**config.mk**
```make
export PLATFORM = sky130hd
export DESIGN_NAME = reg_bank_onehot16
export DESIGN_NICKNAME = d
export VERILOG_FILES = /design/src/rtl/reg_bank_onehot16.sv
export SDC_FILE = /design/constraint.sdc
export NUM_CORES = 1
export LEC_CHECK = 0
export BUFFER_PORTS_ARGS = -buffer_cell sky130_fd_sc_hd__buf_4
export CAP_MARGIN = 20
export CORE_ASPECT_RATIO = 1.75
export CORE_MARGIN = 5
export CORE_UTILIZATION = 40
export DETAILED_ROUTE_END_ITERATION = 6
export SETUP_SLACK_MARGIN = 0.02
export SYNTH_ARGS = -nofsm -noshare
export SYNTH_HDL_FRONTEND = slang
export SYNTH_SLANG_ARGS = --single-unit
```
**constraint.sdc**
```tcl
create_clock -name CLK -period 3.2 [get_ports CLK]
set_input_delay 0.32 -clock CLK [delete_from_list [all_inputs] [get_ports CLK]]
set_output_delay 0.32 -clock CLK [all_outputs]
set_load 0.005 [all_outputs]
```
**src/rtl/reg_bank_onehot16.sv**
```systemverilog
// 16-entry register bank fed by a one-hot write-select vector, with two
// registered read ports, a sticky illegal-select flag and a sequenced bulk clear.
module reg_bank_onehot16 #(
  parameter int unsigned           DATA_W    = 16,
  parameter logic [DATA_W-1:0]     RESET_VAL = '0
) (
  input  logic              CLK,
  input  logic              RST,
  input  logic              WE,
  input  logic [15:0]       WR,
  input  logic [DATA_W-1:0] WD,
  input  logic [3:0]        RA,
  input  logic [3:0]        RB,
  input  logic              CLR,
  input  logic              ERR_CLR,
  output logic [DATA_W-1:0] DA,
  output logic [DATA_W-1:0] DB,
  output logic              BUSY,
  output logic              ERR
);

  typedef enum logic {
    S_IDLE,
    S_CLEAR
  } state_t;

  state_t            state_q, state_d;
  logic [3:0]        cnt;
  logic [DATA_W-1:0] mem [16];

  logic wr_onehot;
  logic wr_illegal;
  logic wr_valid;

  assign BUSY       = (state_q == S_CLEAR);
  assign wr_onehot  = (WR != '0) && ((WR & (WR - 16'd1)) == '0);
  assign wr_illegal = WE && !wr_onehot;
  // Legal selects arriving during a clear are dropped, so bypass is also off then.
  assign wr_valid   = WE && wr_onehot && !BUSY;

  always_comb begin
    state_d = state_q;
    case (state_q)
      S_IDLE:  if (CLR) state_d = S_CLEAR;
      S_CLEAR: if (cnt == 4'd15) state_d = S_IDLE;
      default: state_d = S_IDLE;
    endcase
  end

  always_ff @(posedge CLK) begin
    if (RST) begin
      state_q <= S_IDLE;
      cnt     <= '0;
    end else begin
      state_q <= state_d;
      cnt     <= (state_q == S_CLEAR) ? cnt + 4'd1 : '0;
    end
  end

  always_ff @(posedge CLK) begin
    if (RST) begin
      for (int unsigned i = 0; i < 16; i++) mem[i] <= RESET_VAL;
    end else if (state_q == S_CLEAR) begin
      mem[cnt] <= RESET_VAL;
    end else if (wr_valid) begin
      for (int unsigned i = 0; i < 16; i++)
        if (WR[i]) mem[i] <= WD;
    end
  end

  always_ff @(posedge CLK) begin
    if (RST) begin
      DA <= '0;
      DB <= '0;
    end else begin
      DA <= (wr_valid && WR[RA]) ? WD : mem[RA];
      DB <= (wr_valid && WR[RB]) ? WD : mem[RB];
    end
  end

  always_ff @(posedge CLK) begin
    if (RST)
      ERR <= 1'b0;
    else if (wr_illegal)
      ERR <= 1'b1;
    else if (ERR_CLR)
      ERR <= 1'b0;
  end

endmodule
```
Yosys cells after proc, flatten, opt, wreduce, memory -nomap -nowiden
Memories as Yosys holds them, arrays and structs flattened.
Index checks and enable logic that the tools add are counted.
Widths: inputs -> output; s select.
{"block": "word_totals", "input_bits": 45, "mem_count": 1, "output_inout_bits": 34, "word_cells": 157, "regBits": 38, "ramBits": 256}
{"block": "classes", "reduce_logical": 13, "n_mux": 115, "n_eq_ne": 1, "bitwise": 18, "addsub": 2, "order_cmp": 2}
{"name": "mem", "words": 16, "width": 16, "rd": 2, "rd_clocked_by_memory_dff": 0, "wr": 16, "line_no": "29", "text": "logic [DATA_W-1:0] mem [16];"}
{"op": "$mux 16", "n": 19}
{"op": "$mux 1", "n": 92}
{"op": "$and 16x16->16", "n": 1}
{"op": "$logic_not 16->1", "n": 1}
{"op": "$or 1x1->1", "n": 16}
{"op": "$reduce_bool 16->1", "n": 1}
{"op": "$reduce_or 16->1", "n": 1}
{"op": "$sub 16x1->16 const B", "n": 1}
{"op": "$lt 4x5->1 const B", "n": 2}
{"op": "$bmux 1 s4", "n": 2}
{"op": "$logic_and 1x1->1", "n": 6}
{"op": "$add 4x1->4 const B", "n": 1}
{"op": "$eq 4x4->1 const B", "n": 1}
{"op": "$mux 4", "n": 1}
{"op": "$logic_not 1->1", "n": 2}
{"op": "$pmux 1 s2", "n": 1}
{"op": "$reduce_bool 2->1", "n": 1}
{"op": "$reduce_or 2->1", "n": 1}
{"op": "$not 1->1", "n": 1}

Longest topological paths before layout
{"block": "logic_depth", "depth_word": 12, "ltp_mapped": 10, "depth_no_buf": 6}

Worst setup path after synthesis
No wires, ideal clock.
{"block": "synth_timing", "path_kind": "input -> register", "from": "in WR[0]", "to": "mem mem[15][1]", "stages": 9, "t_arrival_ps": 2645, "required_ps": 3061, "path_slack_ps": 416, "setup_time_ps": 139, "path_buffers": 3, "path_cell_list": "or4_1 > buf_2 > nor4_2 > mux2i_1 > nand3_1 > clkbuf_1 > buf_1 > o41ai_1 > a21oi_1"}
{"element": "start, declared", "line_no": "10", "text": "input logic [15:0] WR,"}
{"element": "end, declared", "line_no": "29"}

==> reports/results.tsv <==
metric	value	unit
status	finished clean	
die_y	285	um
fin_crit_sh	80.6	%
cts.sinks	294	
dpl_cell_area	18500	sq um
cts_made_buffers	29	
critical_path.max_stage_delay	660	ps
yosys.cell_types.count	41	
ys.warnings.count	0	
ys_seq_area_share	34.1	%
ctsHoldBuffers	2	
grt_usage	24.6	%
dr.pass1.iters	5	
wl	61.7	mm
cts.reportedPaths.clkPinSlew	60	ps
crit_path_top_delay_cell	or4_1	
pwr_density_cell	414	nW/um^2
cts-resized-gates	0	
preCtsSetupSlack	188	ps
fin_skew	14.6	ps
die_area	47600	sq um
combPwrFrac	10.8	%
vias	16100	
yosysTopAreaCellShare	34.1	%
cts_root_buf	clkbuf_16	
p_int	5.88	mW
critPathMaxFanout	142	
final-hold-violation-count	0	
htreeDepth	1	
setup_viol	0	
p_leak	5.76	nW
critPathRequiredTime	3640	ps
synth_nets	1756	
power.switching	2.17	mW
arrival	3020	ps
setup_tns	0	ps
grt_pass1_wl	94.8	mm
maxSlewHeadroom	45.8	%
initial_core_util	40.5	%
area_growth	12.8	%
cp-end-kind	flip-flop	
ff2ff_setup_slack	1190	ps
yosys-top-cells-area	dfxtp_1 (34%), mux4_2 (22%), o41ai_1 (13%), nand4_1 (9.3%), a21oi_1 (7.6%)	
fin_nets	1680	
cts_tree	yes	
vias_per_cell	7.27	
postSynthAreaPerCell	10.1	sq um
maxSlewViolCount	0	
antenna_found_initial	1	
crit_path_start_kind	input port	
drt-initial-drc-count	1959	
postRouteAntennaNets	0	
worstHoldPathCells	3	
ys_ff_latch	294	
num_rows	100	
timing.fmax	388	MHz
dp_hpwl	41.3	mm
ir_worst_vdd	0.490	mV
synthCells	1707	
clockBufferDepth	3	
synth_area	17300	sq um
reg2reg_depth	6	
drive_above_1_share	23.9	%
gp_congestion	0.856	
final_area	19500	sq um
rsz0062_at_grt	false	
dieWidth	167	um
synth_top_area_cell	dfxtp_1	
grt_pass1_vias	15700	
clock_latency	590	ps
nFillCells	3973	
sw_frac_of_total	27.0	%
seq_power_share	45.5	%
routedWlPerCell	27.9	um
period_needed	2580	ps
pin_count	79	
drc_errors	0	
port_buffers	78	
grt_max_degree	143	
worstHoldPathType	input port to flip-flop	
fp.coreArea	42700	sq um
clkPwrFrac	43.7	%
worstPathCellList	buf_4 -> or4_1 -> a2111oi_0 -> o22a_4 -> nand2_4 -> buf_12 -> o41ai_1 -> a21oi_1	
overflow	0	
crit_type	input port to flip-flop	
final.setup.worst_slack	621	ps
maxCapViolCount	0	
post-cts-setup-buffer-count	0	
tightest_slew	813	ps
cells in the mapped netlist (all sizes together):
master   count
xor2         1
o22a         1
or4          4
o221a        1
a21o         1
nor3         3
nand3        3
a21oi      261
dfxtp      294
o41ai      256
buf         62
and4         1
xnor2        1
a211oi       2
or2          1
nand2b      54
or3          2
o21bai      12
o32ai        1
a2111oi      3
clkinv      16
nand2        8
nor4         4
inv          3
a31o         4
ha           4
mux2i       35
nand4      256
nor2        27
mux4       168
o21ai        3
clkbuf     215
critical path: cells and delay by family:
family	cells	cell delay, ps
AOI/OAI and AO/OA	4	1370
and+or+nand+nor	2	760
buffers and inverters	2	360
cell families (layout without fill, tap and decap cells):
kind of cell / Yosys count / after routing / share of synthesized area (%)
compound gates: 545 / 545 / 21.8
simple gates: 363 / 363 / 12.9
buf+inv: 296 / 239 / 6.87
flops: 294 / 294 / 34.1
mux: 203 / 203 / 23.9
fa+ha+maj: 4 / 4 / 0.290
xor+xnor: 2 / 2 / 0.101
other cells: 0 / 1 / 0
final timing paths:
kind	to	from
hold / removal	ERR$_SDFFE_PP0P_	WE
hold reg to reg	ERR$_SDFFE_PP0P_	ERR$_SDFFE_PP0P_
setup reg to reg	mem[2][4]$_SDFFE_PP0P_	BUSY$_SDFF_PP0_
setup / recovery	mem[1][12]$_SDFFE_PP0P_	WR[0]
per-layer routing:
layer	vias to the layer above	global-route usage, %	wire (um)
li1	6936	-	-
met5	-	0	0
met4	0	10.9	2670
met1	7973	29.6	22200
met3	227	3.06	4600
met2	938	43.9	32200
power by group through the flow:
stage               clock network [mW]  logic [mW]  registers (mW)
floorplan                            0       0.508            3.75
global placement                     0       0.846            3.75
detailed placement                   0       0.850            3.75
CTS                               3.57       0.852            3.66
global route                      3.70       0.898            3.66
finish                            3.52       0.870            3.67
final cells by class:
type	count	area (sq um)	share of cell area, %
Multi-Input combinational cell	1117	10200	52.5
Sequential cell	294	5890	30.2
Timing Repair Buffer	170	1640	8.44
Clock buffer	43	848	4.35
Tap cell	561	702	3.60
Clock inverter	7	92.6	0.475
Inverter	19	71.3	0.366
Antenna cell	1	2.50	0.0128
through the flow:
step	utilization, %	hold WS, ps	total power, mW	cells
final	45.7	50.9	8.06	2212
after global routing	45.7	71.0	8.26	2212
after CTS	45.7	38.5	8.09	2211
after detailed placement	43.4	464	4.60	2159
after floorplan	-	436	4.25	1707
after global placement	43.4	452	4.59	2159
registers in the layout, indices dropped and copies added, names as in the netlist:
name,cells
BUSY,1
DA,16
DB,16
ERR,1
cnt,4
mem,256
cell usage in the layout, fill, tap and decap left out, types with 12 or more instances in the layout:
cell,netlist,routed
dfxtp_1,294,294
nor2_1,27,27
a21oi_1,261,261
buf_12,0,29
nand4_1,256,256
mux2i_1,35,35
o41ai_1,256,256
mux4_2,168,168
buf_4,1,139
clkbuf_16,0,29
o21bai_1,12,12
clkinv_1,16,16
nand2b_1,54,53
Power figures use the tool's default switching activity.
